### src/rtl/vector_ops_pkg.sv
// Shared types and width-generic bit-manipulation helpers for the vector_ops pipeline.
// Each helper works on a MAX_W container; only the low w bits are meaningful.
package vector_ops_pkg;

  localparam int MAX_W = 64;
  localparam int CNT_W = 7;

  typedef enum logic [1:0] {
    MODE_PASS  = 2'b00,
    MODE_ROTL  = 2'b01,
    MODE_ROTR  = 2'b10,
    MODE_HSWAP = 2'b11
  } mode_e;

  typedef logic [MAX_W-1:0] word_t;

  // Rotate the low w bits left by amt, modulo w.
  function automatic word_t rotl(input word_t v, input int unsigned amt, input int unsigned w);
    word_t       r;
    int unsigned a;
    int unsigned j;
    r = '0;
    a = amt % w;
    for (int unsigned i = 0; i < MAX_W; i++) begin
      if (i < w) begin
        j = i + a;
        if (j >= w) j = j - w;
        r[j[5:0]] = v[i[5:0]];
      end
    end
    return r;
  endfunction

  function automatic word_t rotr(input word_t v, input int unsigned amt, input int unsigned w);
    return rotl(v, w - (amt % w), w);
  endfunction

  function automatic word_t bit_rev(input word_t v, input int unsigned w);
    word_t       r;
    int unsigned j;
    r = '0;
    for (int unsigned i = 0; i < MAX_W; i++) begin
      if (i < w) begin
        j = w - 1 - i;
        r[j[5:0]] = v[i[5:0]];
      end
    end
    return r;
  endfunction

  function automatic logic [CNT_W-1:0] popcount(input word_t v, input int unsigned w);
    logic [CNT_W-1:0] c;
    c = '0;
    for (int unsigned i = 0; i < MAX_W; i++) begin
      if (i < w) c = c + CNT_W'(v[i[5:0]]);
    end
    return c;
  endfunction

endpackage

### src/rtl/vector_ops_if.sv
// Upstream/downstream handshake bundle for vector_ops_pipe.
// The DUT side takes the slave modport; a driver or bench takes master.
interface vector_ops_if #(
  parameter int DATA_W = 8,
  parameter int ROT_W  = $clog2(DATA_W),
  parameter int ACC_W  = 16
) ();

  logic                in_valid;
  logic                in_ready;
  logic [DATA_W-1:0]   in_data;
  logic [1:0]          in_mode;
  logic [ROT_W-1:0]    in_rot;
  logic                out_valid;
  logic                out_ready;
  logic                out_parity;
  logic [DATA_W/2-1:0] out_hi;
  logic [DATA_W-1:0]   out_rev;
  logic [DATA_W-1:0]   out_xform;
  logic                clr_acc;
  logic [ACC_W-1:0]    out_acc;

  modport slave (
    input  in_valid, in_data, in_mode, in_rot, out_ready, clr_acc,
    output in_ready, out_valid, out_parity, out_hi, out_rev, out_xform, out_acc
  );

  modport master (
    output in_valid, in_data, in_mode, in_rot, out_ready, clr_acc,
    input  in_ready, out_valid, out_parity, out_hi, out_rev, out_xform, out_acc
  );

endinterface

### src/rtl/vector_ops_stage.sv
// Generic valid/ready register slice: holds one payload, accepts a new one whenever
// it is empty or its current payload is leaving this cycle.
module vector_ops_stage #(
  parameter int W = 8
) (
  input  logic         clk,
  input  logic         rst,
  input  logic         i_valid,
  output logic         o_ready,
  input  logic [W-1:0] i_data,
  output logic         o_valid,
  input  logic         i_ready,
  output logic [W-1:0] o_data
);

  logic         r_valid;
  logic [W-1:0] r_data;
  logic         w_load;

  assign w_load  = !r_valid || i_ready;
  assign o_ready = w_load;
  assign o_valid = r_valid;
  assign o_data  = r_data;

  // NOTE: non-blocking assignments so chained stages all see pre-edge values; the
  // payload is reset as well because the block's data outputs must read 0 after reset.
  always_ff @(posedge clk) begin
    if (rst) begin
      r_valid <= 1'b0;
      r_data  <= '0;
    end else if (w_load) begin
      r_valid <= i_valid;
      if (i_valid) r_data <= i_data;
    end
  end

endmodule

### src/rtl/vector_ops_pipe.sv
// Two-stage vector manipulation pipeline: S1 captures the request, the transform is
// computed from S1 and registered into S2, and delivered beats feed a saturating popcount.
module vector_ops_pipe
  import vector_ops_pkg::*;
#(
  parameter int DATA_W = 8,
  parameter int ROT_W  = $clog2(DATA_W),
  parameter int ACC_W  = 16
) (
  input logic          clk,
  input logic          rst,
  vector_ops_if.slave  bus
);

  localparam int HALF_W = DATA_W / 2;
  localparam int PC_W   = $clog2(DATA_W + 1);
  localparam int SUM_W  = ((ACC_W > PC_W) ? ACC_W : PC_W) + 1;
  localparam logic [ACC_W-1:0] ACC_MAX = {ACC_W{1'b1}};

  typedef struct packed {
    logic [DATA_W-1:0] data;
    mode_e             mode;
    logic [ROT_W-1:0]  rot;
  } s1_t;

  typedef struct packed {
    logic              parity;
    logic [HALF_W-1:0] hi;
    logic [DATA_W-1:0] rev;
    logic [DATA_W-1:0] xform;
    logic [PC_W-1:0]   pc;
  } s2_t;

  s1_t  w_s1_in, w_s1_q;
  s2_t  w_s2_in, w_s2_q;
  logic w_s1_valid, w_s1_ready;
  logic w_s2_valid, w_s2_ready;

  assign w_s1_in.data = bus.in_data;
  assign w_s1_in.mode = mode_e'(bus.in_mode);
  assign w_s1_in.rot  = bus.in_rot;

  vector_ops_stage #(.W($bits(s1_t))) u_s1 (
    .clk     (clk),
    .rst     (rst),
    .i_valid (bus.in_valid),
    .o_ready (w_s1_ready),
    .i_data  (w_s1_in),
    .o_valid (w_s1_valid),
    .i_ready (w_s2_ready),
    .o_data  (w_s1_q)
  );

  assign bus.in_ready = !rst && w_s1_ready;

  word_t            w_word, w_rotl, w_rotr, w_rev;
  logic [CNT_W-1:0] w_pc;

  always_comb begin
    w_word = word_t'(w_s1_q.data);
    w_rotl = rotl(w_word, 32'(w_s1_q.rot), DATA_W);
    w_rotr = rotr(w_word, 32'(w_s1_q.rot), DATA_W);
    w_rev  = bit_rev(w_word, DATA_W);
    w_pc   = popcount(w_word, DATA_W);

    w_s2_in        = '0;
    w_s2_in.parity = ^w_s1_q.data;
    w_s2_in.hi     = w_s1_q.data[DATA_W-1:HALF_W];
    w_s2_in.rev    = w_rev[DATA_W-1:0];
    w_s2_in.pc     = w_pc[PC_W-1:0];
    case (w_s1_q.mode)
      MODE_ROTL:  w_s2_in.xform = w_rotl[DATA_W-1:0];
      MODE_ROTR:  w_s2_in.xform = w_rotr[DATA_W-1:0];
      MODE_HSWAP: w_s2_in.xform = {w_s1_q.data[HALF_W-1:0], w_s1_q.data[DATA_W-1:HALF_W]};
      default:    w_s2_in.xform = w_s1_q.data;
    endcase
  end

  vector_ops_stage #(.W($bits(s2_t))) u_s2 (
    .clk     (clk),
    .rst     (rst),
    .i_valid (w_s1_valid),
    .o_ready (w_s2_ready),
    .i_data  (w_s2_in),
    .o_valid (w_s2_valid),
    .i_ready (bus.out_ready),
    .o_data  (w_s2_q)
  );

  assign bus.out_valid  = w_s2_valid;
  assign bus.out_parity = w_s2_q.parity;
  assign bus.out_hi     = w_s2_q.hi;
  assign bus.out_rev    = w_s2_q.rev;
  assign bus.out_xform  = w_s2_q.xform;

  // A clear coinciding with a delivery restarts the count from that beat's popcount.
  logic             w_out_xfer;
  logic [ACC_W-1:0] w_acc_base, w_acc_next;
  logic [SUM_W-1:0] w_sum;
  logic [ACC_W-1:0] r_acc;

  assign w_out_xfer = w_s2_valid && bus.out_ready;

  always_comb begin
    w_acc_base = bus.clr_acc ? '0 : r_acc;
    w_sum      = SUM_W'(w_acc_base) + SUM_W'(w_s2_q.pc);
    w_acc_next = (w_sum > SUM_W'(ACC_MAX)) ? ACC_MAX : w_sum[ACC_W-1:0];
  end

  always_ff @(posedge clk) begin
    if (rst) begin
      r_acc <= '0;
    end else if (w_out_xfer) begin
      r_acc <= w_acc_next;
    end else if (bus.clr_acc) begin
      r_acc <= '0;
    end
  end

  assign bus.out_acc = r_acc;

endmodule

### src/flat_wrapper.sv
// flat-port wrapper written by rule: the top's interface ports become plain ports
module vector_ops_pipe_flat import vector_ops_pkg::*;
#(
  parameter int DATA_W = 8,
  parameter int ROT_W  = $clog2(DATA_W),
  parameter int ACC_W  = 16
)
  (clk, rst, bus_in_valid, bus_in_data, bus_in_mode, bus_in_rot, bus_out_ready, bus_clr_acc, bus_in_ready, bus_out_valid, bus_out_parity, bus_out_hi, bus_out_rev, bus_out_xform, bus_out_acc);
  vector_ops_if #(.DATA_W(DATA_W), .ROT_W(ROT_W), .ACC_W(ACC_W)) bus_i ();
  input logic clk;
  input logic rst;
  input wire logic [$bits(bus_i.in_valid)-1:0] bus_in_valid;
  input wire logic [$bits(bus_i.in_data)-1:0] bus_in_data;
  input wire logic [$bits(bus_i.in_mode)-1:0] bus_in_mode;
  input wire logic [$bits(bus_i.in_rot)-1:0] bus_in_rot;
  input wire logic [$bits(bus_i.out_ready)-1:0] bus_out_ready;
  input wire logic [$bits(bus_i.clr_acc)-1:0] bus_clr_acc;
  output wire logic [$bits(bus_i.in_ready)-1:0] bus_in_ready;
  output wire logic [$bits(bus_i.out_valid)-1:0] bus_out_valid;
  output wire logic [$bits(bus_i.out_parity)-1:0] bus_out_parity;
  output wire logic [$bits(bus_i.out_hi)-1:0] bus_out_hi;
  output wire logic [$bits(bus_i.out_rev)-1:0] bus_out_rev;
  output wire logic [$bits(bus_i.out_xform)-1:0] bus_out_xform;
  output wire logic [$bits(bus_i.out_acc)-1:0] bus_out_acc;
  assign bus_i.in_valid = bus_in_valid;
  assign bus_i.in_data = bus_in_data;
  assign bus_i.in_mode = bus_in_mode;
  assign bus_i.in_rot = bus_in_rot;
  assign bus_i.out_ready = bus_out_ready;
  assign bus_i.clr_acc = bus_clr_acc;
  assign bus_in_ready = bus_i.in_ready;
  assign bus_out_valid = bus_i.out_valid;
  assign bus_out_parity = bus_i.out_parity;
  assign bus_out_hi = bus_i.out_hi;
  assign bus_out_rev = bus_i.out_rev;
  assign bus_out_xform = bus_i.out_xform;
  assign bus_out_acc = bus_i.out_acc;
  vector_ops_pipe #(.DATA_W(DATA_W), .ROT_W(ROT_W), .ACC_W(ACC_W)) u_core (.clk(clk), .rst(rst), .bus(bus_i));
endmodule
### config.mk
export PLATFORM = sky130hd
export DESIGN_NAME = vector_ops_pipe_flat
export DESIGN_NICKNAME = d
export VERILOG_FILES = /design/src/rtl/vector_ops_pkg.sv /design/src/rtl/vector_ops_if.sv /design/src/rtl/vector_ops_stage.sv /design/src/rtl/vector_ops_pipe.sv /design/src/flat_wrapper.sv
export SDC_FILE = /design/constraint.sdc
export NUM_CORES = 1
export LEC_CHECK = 0
export ABC_AREA = 1
export CAP_MARGIN = 20
export CORE_ASPECT_RATIO = 1.25
export CORE_MARGIN = 4
export CORE_UTILIZATION = 50
export CTS_CLUSTER_DIAMETER = 30
export DETAILED_ROUTE_END_ITERATION = 16
export GPL_ROUTABILITY_DRIVEN = 0
export MAX_ROUTING_LAYER = met4
export PLACE_DENSITY = 0.83
export SETUP_SLACK_MARGIN = 0.05
export SLEW_MARGIN = 20
export SYNTH_ARGS = -nofsm -noshare
export SYNTH_HDL_FRONTEND = slang
export SYNTH_SLANG_ARGS = --single-unit
### constraint.sdc
create_clock -name clk -period 3.1 [get_ports clk]
set_input_delay 0.465 -clock clk [delete_from_list [all_inputs] [get_ports clk]]
set_output_delay 0.465 -clock clk [all_outputs]
set_load 0.01 [all_outputs]
## Word-level counts from Yosys, hierarchy flattened

Index checks and enable logic that the tools add are counted.

| word-level totals | value |
|---|---|
| register bits after elaboration | 56 |
| input bits | 18 |

| cells by class | value |
|---|---|
| $add $sub $neg | 39 |
| $lt $le $gt $ge | 49 |
| eq/ne operators | 3 |
| muxes and demuxes | 66 |
| bitwise operators | 2 |
| reduce and logical (&&, ||, !) cells | 26 |

Operators by type and width:

| operator | count |
|---|---|
| $bwmux W64 | 14 |
| $ge A32 B4 Y1 const B | 14 |
| $and A64 B64 Y64 | 2 |
| $lt A6 B7 Y1 const B | 16 |
| $demux W1 S6 | 16 |
| $ge A6 B1 Y1 const B | 16 |
| $mux W6 | 16 |
| $sub A6 B4 Y6 const B | 14 |
| $mux W16 | 3 |
| $add A3 B3 Y4 const A | 8 |
| $add A4 B1 Y4 | 6 |
| $pmux W8 S3 | 1 |
| $logic_and A1 B1 Y1 | 18 |
| $add A16 B4 Y17 | 1 |
| $gt A17 B16 Y1 const B | 1 |
| $add A2 B3 Y4 const A | 4 |
| $mux W1 | 16 |
| $sub A3 B4 Y5 const B | 2 |
| $add A1 B3 Y4 const A | 2 |
| $ge A3 B4 Y1 const B | 2 |
| $reduce_xor A8 Y1 | 1 |
| $eq A2 B2 Y1 const B | 2 |
| $reduce_and A2 Y1 | 2 |
| $logic_not A1 Y1 | 3 |
| 4 further kinds | 5 |

## Depth between registers and ports, before layout

| depth | value |
|---|---|
| depth in word-level cells | 16 |
| depth in mapped cells | 22 |

## Cells and area by module

A second synthesis with hierarchy kept.

| second synthesis, totals | value |
|---|---|
| cells, all modules | 924 |
| area, all modules | 5412.7 µm² |

Modules (own cells, without submodules):

| module | instances | cells each | area an instance (µm²) | sequential area each (µm²) |
|---|---|---|---|---|
| vector_ops_pipe | 1 | 665 | 3500.9 | 320.3 |
| vector_ops_stage (u_core.u_s2) | 1 | 169 | 1228.7 | 520.5 |
| vector_ops_stage (u_core.u_s1) | 1 | 90 | 683.2 | 280.3 |

## Least setup slack after synthesis

No wires, ideal clock.

| timing | value |
|---|---|
| path type | flip-flop to flip-flop |
| from | register u_core.u_s1.r_data[0] (netlist: u_core.u_s1.o_data[0]) |
| to | register u_core.u_s2.r_data[11] (netlist: u_core.u_s2.o_data[11]) |
| library setup time | 71 ps |
| arrival | 3083 ps |
| data required time | 3029 ps |
| path slack | -53 ps |
| stages on the path, launching flop included | 22 |
| buffers on the path | 3 |
| period minus slack after synthesis | 3153 ps |
| cells stage by stage | dfxtp_1 inv_2 buf_2 buf_2 ha_1 ha_1 inv_2 ha_1 buf_2 inv_1 nand3_1 o21ai_0 nand2_1 nand2_1 nand2_1 nand2_1 nand2_1 nand2_1 nand2_1 nand3_1 nand2_1 a21oi_1 |

| between the ends | value |
|---|---|
| longest elaborated chain between the ends | 16 |
| elaborated cells on any way between the ends | 160 |
| classes of those cells | add/sub (31); order compare (48); mux (63); bitwise (2); reduce/logical (16) |

RTL lines:

| element | RTL line | source |
|---|---|---|
| from (decl) | vector_ops_stage.sv:17 | `logic [W-1:0] r_data;` |
| from (signal assigned) | vector_ops_stage.sv:33 | `if (i_valid) r_data <= i_data;` |
| $sub A1 B3 Y3 | vector_ops_pkg.sv:35 | `return rotl(v, w - (amt % w), w);` |
| $add A1 B3 Y4, or another cell as far along | vector_ops_pkg.sv:26 | `j = i + a;` |
| $ge A32 B4 Y1, or another cell as far along | vector_ops_pkg.sv:27 | `if (j >= w) j = j - w;` |
| $mux W6, or another cell as far along | vector_ops_pkg.sv:27 |  |
| $lt A6 B7 Y1 (not written as such), or another cell as far along | vector_ops_pkg.sv:28 | `r[j[5:0]] = v[i[5:0]];` |
| $logic_and A1 B1 Y1 (not written as such) / $mux W1 (equally long branches) | vector_ops_pkg.sv:28 |  |
| $mux W1 (not written as such) / $demux W1 S6 (equally long branches) | n/a |  |
| $demux W1 S6 / $and A64 B64 Y64 (equally long branches) | n/a |  |
| $bwmux W64 (7 in series) | vector_ops_pkg.sv:28 |  |
| $pmux W8 S3 (*) | vector_ops_pipe.sv:71 | `case (w_s1_q.mode)` |
| to (signal assigned) | vector_ops_stage.sv:33 |  |
| to (decl) | vector_ops_stage.sv:17 |  |

Every way passes the cells marked *; elsewhere a longest branch is shown, timed or not.
A chain may end at the register's enable or synchronous reset.

## Worst setup path after layout

| timing | value |
|---|---|
| from | register u_core.u_s1.r_data[9] (netlist: u_core.u_s1.o_data[9]) |
| to | register u_core.u_s2.r_data[2] (netlist: u_core.u_s2.o_data[2]) |

| between the ends | value |
|---|---|
| longest elaborated chain between the ends | 4 |

RTL lines:

| element | RTL line | source |
|---|---|---|
| $add A4 B1 Y4 (4 in series) | vector_ops_pkg.sv:55 | `if (i < w) c = c + CNT_W'(v[i[5:0]]);` |

No other way between the ends.

==> results.md <==
- Outcome: finished, final reports clean
- Post-synthesis register bit count: 52
- R2R Setup Slk: 0.24 ns
- Asr flop ratio synth: 0%
- WL met1: 5.76 mm
- Hold-fix buffers, CTS: 0
- CP max FO: 10
- Post-synth top area share: 20.7%
- Share of cells above drive strength 1: 8.37%
- VDD IR max: 0.205 mV
- Hold slack final: 0.469 ns
- DR vias/cell: 5.58
- Worst-path clk slew: 0.08 ns
- Die width: 97.7 um
- Critical path cell sequence: inv_1 -> fa_1 -> fa_1 -> inv_1 -> fa_1 -> inv_1 -> fa_1 -> xor2_1 -> a21oi_1
- Routed len/inst: 14.8 um
- Biggest cell delay along the critical path: 0.59 ns
- CP endpoint kind: flip-flop
- Final Instance Area: 5770 um2
- Top Layer Used: met4
- Setup TNS: 0 ns
- Clk buf depth: 2
- Post-DP Area: 5620 um2
- Initial core utilization: 51.8%
- PortBufs: 56
- Worst EP arrival: 3.01 ns
- Fin crit share: 92.1%
- Yosys warnings: 0
- DRT iter0 DRCs: 341
- Vias: 5501
- Core ar.: 9710 um2
- Ant. Diodes: 0
- Highest clock rate: 0.350 GHz
- Cell mode on critical path: fa_1
- Worst Hold Class: flip-flop to flip-flop
- Residual DRC count: 0
- Critical Path RT: 3.25 ns
- Most common flop cell mapped by yosys: dfxtp_1
- Final Max Tran Viols: 0
- First-pass GRT wire length: 23.9 mm
- GRT Util Overall: 24.9%
- Clk_lat worst skew: 0.30 ns
- Top cells by area, synth: dfxtp_1, nand2_1, inv_1, a21oi_1, o21ai_0
- GRT overflow: 0
- Total die area: 11700 um2
- H-tree Lvls: 2
- CTS root buffer: clkbuf_16
- Syn Area/Cell: 6.06 um2
- Post-Syn Area: 5030 um2
- Met2 wire length: 6.92 mm
- Worst slew pin tran: 0.656 ns
- CTS tree: done
- Top cell type by total area after synthesis: dfxtp_1
- Crit path time final: 2.86 ns
- Top Ports: 57
- Critical path startpoint: u_core.u_s1.o_data[9]
- DR pass1 iterations: 7
- Crit path kind: flip-flop to flip-flop
- Final wirelength: 14.6 mm
- Leak: 2.63 nW
- Slew margin rel.: 56.1%
- Sequential area share after synthesis: 20.7%
- Max Cap Violations: 0
- R2R cell count: 9
- Area grow syn2layout: 14.6%
- RSZ-0062 raised after global routing: false
- Final Hold Fails: 0
- Post-synth EDFFs: 0
- Resized Gates After CTS: 0
- Largest net degree at the start of global routing: 39
- WL met3: 1.26 mm
- Post-route ant nets: 0
- Die height: 120 um
- CP endpoint: u_core.u_s2.o_data[2]
- Gate Count Post-Synth: 830
- Final setup fails: 0
- Num Clock Sinks: 52
- CP Launch Type: flip-flop
- Row cnt: 40
- Detail Placement HPWL: 10.9 mm
- Nets: 903
- Max stage delay cell, worst path: dfxtp_1
- Capturing point of the worst reg2reg path: u_core.u_s2.o_data[2]
- Number of global-route vias before repair: 5034
- Synth unique cells: 41
- Post-Syn Nets: 874
- Worst R2R Start: u_core.u_s1.o_data[9]
- Post-CTS Repair Setup Buffers: 0
- Power Dens Cells: 385 nW/um2
- CTS Buf Count: 5
- Setup Skew: 0.00887 ns
- Initial antenna violation count: 0
==> worst min path at each step <==
stage                                         to  depth (start not counted)              startpoint
after floorplan           u_core.u_s2.o_data[11]                          2  u_core.u_s2.o_data[11]
after global placement     u_core.u_s2.o_data[4]                          2   u_core.u_s2.o_data[4]
after detailed placement   u_core.u_s2.o_data[6]                          2   u_core.u_s2.o_data[6]
after CTS                  u_core.u_s2.o_data[6]                          2   u_core.u_s2.o_data[6]
after global routing      u_core.u_s2.o_data[10]                          2  u_core.u_s2.o_data[10]
final                      u_core.u_s2.o_data[6]                          2   u_core.u_s2.o_data[6]
==> stage by stage <==
stage          power [mW]  utilization, %  setup slack (ns)  instances
6_report             2.22            59.4             0.244        986
5_1_grt              2.36            59.4             0.148        986
4_1_cts              2.21            59.4             0.289        986
3_5_place_dp         1.65            57.8             0.116        978
3_3_place_gp         1.64            57.8             0.188        978
2_1_floorplan        1.40               -             0.103        830
==> final cells by class <==
class / count / area, um2
sequential: 52 / 1040
timing repair buffer: 83 / 763
tap: 126 / 158
inverter: 124 / 465
clock inverter: 3 / 27.5
multi-input combinational: 593 / 3190
clock buffer: 5 / 125
fill: 971 / 3940
==> worst max-delay path: cells and delay by family (launching register included) <==
| family | cells | cell delay (ns) |
|---|---|---|
| compound gates | 1 | 0.10 |
| xor+xnor | 1 | 0.21 |
| fa+ha+maj | 4 | 1.54 |
| buf+inv | 3 | 0.27 |
| flops | 1 | 0.59 |
==> flip-flops by register name, indices dropped and copies added (netlist names) <==
register,cells
u_core.bus.out_acc,16
u_core.u_s1.o_data,13
u_core.u_s1.o_valid,1
u_core.u_s2.o_data,21
u_core.u_s2.o_valid,1
==> cell families (layout without fill, tap and decap cells) <==
family / Yosys count / after routing / share of synthesized area [%]
simple gates: 378 / 378 / 34.2
buf+inv: 185 / 215 / 16.3
fa+ha+maj: 26 / 26 / 7.21
xor+xnor: 19 / 19 / 3.46
flops: 52 / 52 / 20.7
compound gates: 170 / 170 / 18.2
==> cell usage after synthesis, types with 8 or more instances <==
cell type,n
buf_2,15
xor2_1,12
nand3_1,68
inv_2,12
nand2_1,204
buf_4,24
clkbuf_1,20
o21ai_0,70
inv_1,110
dfxtp_1,52
nor3_1,14
nor2_1,45
nand4_1,24
nor3_2,8
ha_1,21
a21oi_1,78
==> cell usage in the layout (no fill, tap or decap), drive strengths merged <==
master,n
nand2,207
inv,123
a21oi,79
o21ai,72
nand3,71
clkdlybuf4s50,56
dfxtp,52
nor2,47
buf,27
nand4,24
nor3,24
ha,21
xor2,12
xnor2,7
o21bai,5
fa,5
clkbuf,5
a221oi,3
nand3b,3
clkinv,3
o221ai,2
o21a,2
o221a,2
o211ai,2
a31oi,1
o22ai,1
nor4,1
or2,1
o31ai,1
clkinvlp,1
==> routing by layer <==
layer | vias up | GRT usage [%]
met5 | - | -
met4 | 0 | 12.5
met3 | 53 | 3.84
met2 | 267 | 41.5
met1 | 2451 | 29.0
li1 | 2730 | -
==> where the power goes <==
group,switching [mW],internal (mW)
Sequential,0.0342,0.707
Combinational,0.578,0.332
Clock,0.263,0.307
Total,0.875,1.35
(Power assumes the default switching activity.)
